[src/rtl/kappa3_dbg_loader.sv]
// kappa3_dbg_loader: turns framed host bytes into timed debug-port sequences for kappa3_light_core.
module kappa3_dbg_loader #(
  parameter int SETTLE_CYCLES = 2,
  parameter int RUN_PULSE = 2
) (
  input  logic        clock,
  input  logic        reset,
  input  logic [7:0]  in_data,
  input  logic        in_valid,
  output logic        in_ready,
  output logic [7:0]  out_data,
  output logic        out_valid,
  input  logic        out_ready,
  input  logic        running,
  input  logic [31:0] dbg_pc_out,
  input  logic [31:0] dbg_reg_out,
  input  logic [31:0] dbg_mem_out,
  output logic [31:0] dbg_in,
  output logic [31:0] dbg_mem_addr,
  output logic [4:0]  dbg_reg_addr,
  output logic        dbg_pc_ld,
  output logic        dbg_reg_ld,
  output logic        dbg_mem_read,
  output logic        dbg_mem_write,
  output logic        run
);
  typedef enum logic [2:0] {IDLE, ARG, WAIT_HALT, SETUP, STROBE, SETTLE, RUNP, RESP} state_t;
  localparam logic [2:0] OP_WPC = 3'd1, OP_WMEM = 3'd2, OP_RMEM = 3'd3, OP_WREG = 3'd4,
                         OP_RREG = 3'd5, OP_RUN = 3'd6, OP_RPC = 3'd7;
  state_t state, nxt, go;
  logic [2:0] op, opx;
  logic [3:0] cnt, nargs;
  logic [63:0] sh, sh_nx;
  logic [31:0] rbuf, src;
  logic [1:0] rcnt;
  logic [7:0] tcnt;
  logic acc, known, is_read, settle_done, run_done;
  logic pc_ld_d, reg_ld_d, mem_read_d, mem_write_d;
  assign in_ready = state == IDLE || state == ARG;
  assign acc = in_valid && in_ready;
  assign known = in_data[7:3] == 5'd0 && in_data[2:0] != 3'd0;
  assign sh_nx = acc ? {sh[55:0], in_data} : sh;
  assign settle_done = state == SETTLE && tcnt == 8'(SETTLE_CYCLES - 1);
  assign run_done = state == RUNP && tcnt == 8'(RUN_PULSE - 1);
  assign out_data = rbuf[31:24];
  always_ff @(posedge clock) state <= reset ? IDLE : nxt;
  // With running low the halt wait is skipped so SETUP lands the cycle after the last byte.
  always_comb begin
    opx = state == IDLE ? in_data[2:0] : op;
    nargs = in_data[2:0] == OP_WMEM ? 4'd8 : in_data[2:0] == OP_WREG ? 4'd5 :
            in_data[2:0] == OP_RREG ? 4'd1 :
            (in_data[2:0] == OP_RUN || in_data[2:0] == OP_RPC) ? 4'd0 : 4'd4;
    go = running ? WAIT_HALT : opx == OP_RUN ? RUNP : SETUP;
    nxt = state;
    case (state)
      IDLE:      if (acc) nxt = !known ? RESP : nargs == 4'd0 ? go : ARG;
      ARG:       if (acc && cnt == 4'd1) nxt = go;
      WAIT_HALT: if (!running) nxt = go;
      SETUP:     nxt = STROBE;
      STROBE:    nxt = SETTLE;
      SETTLE:    if (settle_done) nxt = RESP;
      RUNP:      if (run_done) nxt = RESP;
      RESP:      if (out_ready && rcnt == 2'd0) nxt = IDLE;
    endcase
  end
  always_comb begin
    pc_ld_d = nxt == STROBE && op == OP_WPC;
    reg_ld_d = nxt == STROBE && op == OP_WREG;
    mem_read_d = nxt == STROBE && op == OP_RMEM;
    mem_write_d = nxt == STROBE && op == OP_WMEM;
    is_read = op == OP_RMEM || op == OP_RREG || op == OP_RPC;
    src = op == OP_RMEM ? dbg_mem_out : op == OP_RREG ? dbg_reg_out : dbg_pc_out;
  end
  always_ff @(posedge clock) begin
    if (reset) begin
      op <= 3'd0;
      cnt <= 4'd0;
      sh <= 64'd0;
      rbuf <= 32'd0;
      rcnt <= 2'd0;
      tcnt <= 8'd0;
      dbg_in <= 32'd0;
      dbg_mem_addr <= 32'd0;
      dbg_reg_addr <= 5'd0;
      dbg_pc_ld <= 1'b0;
      dbg_reg_ld <= 1'b0;
      dbg_mem_read <= 1'b0;
      dbg_mem_write <= 1'b0;
      run <= 1'b0;
      out_valid <= 1'b0;
    end else begin
      sh <= sh_nx;
      tcnt <= nxt == state ? tcnt + 8'd1 : 8'd0;
      if (state == IDLE && acc) begin
        op <= in_data[2:0];
        cnt <= nargs;
      end
      if (state == ARG && acc) cnt <= cnt - 4'd1;
      if (nxt == SETUP) begin
        if (opx == OP_WPC || opx == OP_WMEM || opx == OP_WREG) dbg_in <= sh_nx[31:0];
        if (opx == OP_WMEM) dbg_mem_addr <= sh_nx[63:32];
        if (opx == OP_RMEM) dbg_mem_addr <= sh_nx[31:0];
        if (opx == OP_WREG) dbg_reg_addr <= sh_nx[36:32];
        if (opx == OP_RREG) dbg_reg_addr <= sh_nx[4:0];
      end
      dbg_pc_ld <= pc_ld_d;
      dbg_reg_ld <= reg_ld_d;
      dbg_mem_read <= mem_read_d;
      dbg_mem_write <= mem_write_d;
      run <= nxt == RUNP;
      out_valid <= nxt == RESP;
      if (state == IDLE && acc && !known) begin
        rbuf <= {8'hEE, 24'd0};
        rcnt <= 2'd0;
      end else if (settle_done) begin
        rbuf <= is_read ? src : {8'hAA, 24'd0};
        rcnt <= is_read ? 2'd3 : 2'd0;
      end else if (run_done) begin
        rbuf <= {8'hAA, 24'd0};
        rcnt <= 2'd0;
      end else if (state == RESP && out_ready) begin
        rbuf <= rbuf << 8;
        rcnt <= rcnt - 2'd1;
      end
    end
  end
endmodule

[config.mk]
export PLATFORM = sky130hd
export DESIGN_NAME = kappa3_dbg_loader
export DESIGN_NICKNAME = d
export VERILOG_FILES = /design/src/rtl/kappa3_dbg_loader.sv
export SDC_FILE = /design/constraint.sdc
export NUM_CORES = 1
export LEC_CHECK = 0
export BUFFER_PORTS_ARGS = -buffer_cell sky130_fd_sc_hd__buf_2
export CAP_MARGIN = 20
export CORE_MARGIN = 1
export CORE_UTILIZATION = 55
export DETAILED_ROUTE_END_ITERATION = 12
export PLACE_DENSITY_LB_ADDON = 0.2
export SLEW_MARGIN = 20
export SYNTH_ARGS = -nofsm -noshare
export SYNTH_HDL_FRONTEND = slang
export SYNTH_SLANG_ARGS = --single-unit
[constraint.sdc]
create_clock -name clock -period 3.65 [get_ports clock]
set_input_delay 0.9125 -clock clock [delete_from_list [all_inputs] [get_ports clock]]
set_output_delay 0.9125 -clock clock [all_outputs]
set_load 0.05 [all_outputs]
==> impl_metrics.yaml <==
placement:
  place_ws_ns: 0.302
  dp_hpwl_mm: 16.4
  io_buffers: 192
  placed_cell_area_mm2: 0.0103
  gp_congestion: 0.890
  dp.cells: 1445
clock_network:
  cts.clk_slew.worst_paths_ns: 0.08
  htreeDepth: 4
  clk_latency_ns: 0.44
  postCtsSetupBuffers: 0
  cts_tree: "built"
  cts.sinks: 191
  cts_buffers: 17
  post_cts_resized: 0
  ctsHoldBuffers: 0
  cts_root_buf: "clkbuf_16"
  clockBufferDepth: 2
logic_synthesis:
  synth-async-reset-ratio: 0
  yosysTopAreaCell: "dfxtp_1"
  synth_edf_count: 0
  syn_area_per_cell_um2: 8.34
  synth_seq_area_share: 0.413
  netlist_instances: 1111
  synth_seq_cells: 191
  synthTopCellsByArea: "dfxtp_1 41%, nand2_1 12%, mux2i_1 7.1%"
  synth_top_area_share: 0.413
  syn-num-nets: 1225
  synth_flop_cell: "dfxtp_1"
  yosysWarnings: 0
  synth.distinct_cells: 58
  syn_area_mm2: 0.00926
critical_path:
  ff2ff_path_depth: 7
  cp_max_fo: 27
  end_kind: "flip-flop"
  crit_type: "in -> reg"
  cp.arrival_ns: 3.25
  crit_required_ns: 3.98
  start_kind: "primary input"
floorplan:
  io_pins: 193
  dieArea_mm2: 0.0174
  core-area_mm2: 0.0165
  die_h_um: 132
  row_count: 47
  die_w_um: 132
  start_util: 0.560
detailed_routing:
  dr_wl_met3_mm: 1.45
  firstDrtPassIters: 5
  wirelength_mm: 23.2
  wl_per_cell_um: 15.7
  vias_per_cell: 5.52
  first_iter_violations: 475
  num_vias: 8153
  drc: 0
  routed-wl-met2_mm: 10.3
  top_layer: "met4"
  drt-met1-wl_mm: 11.1
  ant_nets: 0
cells_and_area:
  multiInputGateArea_mm2: 0.00498
  final_area_mm2: 0.0109
  area_delta_synth_final_pct: 17.5
  final_layout_size_suffix_gt1_frac: 0.237
  register_area_mm2: 0.00382
  fill_cells: 1419
  stdcell_count: 1477
  layout.nets: 1358
global_routing:
  grt_pass1_wl_mm: 37.6
  grt_antenna_before_repair: 1
  track_usage: 0.272
  grt_pass1_vias: 7453
  grt_max_degree: 65
  grt.overflow.total: 0
timing:
  holdWs_ns: 0.456
  setup_viol: 0
  setup_slack_ns: 0.731
  finalMaxSlewViolations: 0
  rsz0062_at_grt: "no"
  finalSetupTns_ns: 0
  finalCriticalPeriod_ns: 2.92
  slew-limit-headroom: 0.284
  min_period_over_period: 0.800
  max_freq_mhz: 343
  hold_viol_final: 0
  worst_pin_slew_ns: 1.06
  finalClockSkew_ns: 0.0140
flow_run:
  maxCapViolations: 0
hold_path:
  hold_depth: 2
  hp-class: "reg -> reg"
status:
  status: "completed"
pwr:
  leakagePower_uw: 0.00476
  p_per_area_mw_per_mm2: 545
  ir_worst_vdd_mv: 0.405
-- final timing paths --
path | startpoint | end | slack (ns)
worst min-delay path | sh[63]$_SDFF_PP0_ | sh[63]$_SDFF_PP0_ | 0.46
worst min register to register | sh[63]$_SDFF_PP0_ | sh[63]$_SDFF_PP0_ | 0.46
worst max-delay path | in_data[5] | dbg_in[31]$_SDFFE_PP0P_ | 0.73
worst max register to register | state[0]$_SDFF_PP0_ | dbg_in[19]$_SDFFE_PP0P_ | 0.81
-- routing by layer --
metal,vias up,track usage
met4,0,0.0911
li1,4080,-
met1,3784,0.396
met2,261,0.407
met3,28,0.0465
met5,-,0
-- worst max-delay path, stage by stage --
cell and delay [ns]:
buf_2 0.13, or4_4 0.56, o41ai_2 0.39, o211a_1 0.35, a211oi_1 0.11, nand3_4 0.18
buf_12 0.25, mux2_2 0.36
-- registers in the layout (all words and copies together), names as in the netlist, 2 cells and up --
register	count
rcnt	2
rbuf	32
cnt	4
state	3
dbg_reg_addr	5
tcnt	8
op	3
dbg_mem_addr	32
sh	64
dbg_in	32
-- metrics by stage --
step	util	power, uW
after floorplan	-	3680
after global placement	0.621	4040
after detailed placement	0.621	4060
after CTS	0.658	5940
after global routing	0.658	6200
final	0.658	5930
-- Yosys cell counts, types with 6 or more instances --
| master | number |
|---|---|
| nand3b_1 | 6 |
| mux2i_1 | 66 |
| mux2_2 | 12 |
| inv_1 | 10 |
| buf_2 | 7 |
| nor2b_1 | 34 |
| mux2_4 | 30 |
| buf_1 | 8 |
| and2_1 | 11 |
| nand3_1 | 16 |
| nor2_1 | 74 |
| nor3_1 | 40 |
| dfxtp_1 | 191 |
| buf_4 | 11 |
| clkbuf_1 | 67 |
| a31oi_1 | 26 |
| o211ai_1 | 28 |
| a21oi_1 | 63 |
| a22oi_1 | 16 |
| nand2_1 | 287 |
| a221oi_1 | 20 |
| and3_1 | 7 |
| o21ai_0 | 9 |
-- area by class of cell --
type / instances / area share
diodes: 1 / 0.000230
clock buffers: 18 / 0.0404
clock inverters: 13 / 0.0154
inverters: 10 / 0.00345
multi-input cells: 814 / 0.458
flip-flops and latches: 191 / 0.352
well taps: 220 / 0.0253
repair buffers: 210 / 0.106
-- cells by family (layout without fill, tap and decap cells) --
logic type               after synthesis  in the layout  share of synthesized area
multiplexers                         112            112                      0.143
buffers and inverters                106            251                     0.0508
other                                  0              1                          0
AO/OA/AOI/OAI                        186            186                      0.134
adder cells (fa/ha/maj)                5              5                    0.00675
flip-flops                           191            191                      0.413
AND/OR/NAND/NOR                      501            501                      0.242
XOR/XNOR                              10             10                    0.00946
-- report_power, final --
| group | switching, uW | total, uW | internal [uW] |
|---|---|---|---|
| Sequential | 154 | 2360 | 2210 |
| Combinational | 1100 | 1660 | 559 |
| Clock | 856 | 1910 | 1050 |
| Total | 2120 | 5930 | 3820 |
-- placed cells by master, fill, tap and decap left out, types with 3 or more instances in the layout --
master and instances:
nand3_1 16, xor2_1 5, clkbuf_16 17, mux2i_1 66
o211ai_1 28, nand2_1 286, inv_1 9, buf_2 191
and2_1 11, nor3_1 40, buf_12 4, o21ai_0 9
a211oi_1 5, nor3b_1 3, mux4_2 3, and3_1 7
a22oi_1 16, mux2_2 12, inv_6 5, a21oi_1 63
a221oi_1 20, mux2_4 30, o41ai_1 4, nor2_1 74
dfxtp_1 191, nor2b_1 34, xnor2_1 5, nand3b_1 6
nand2b_1 5, a31oi_1 26, and3b_1 3, ha_1 5
buf_4 15
Note: power is estimated with default switching activity, not from simulation.
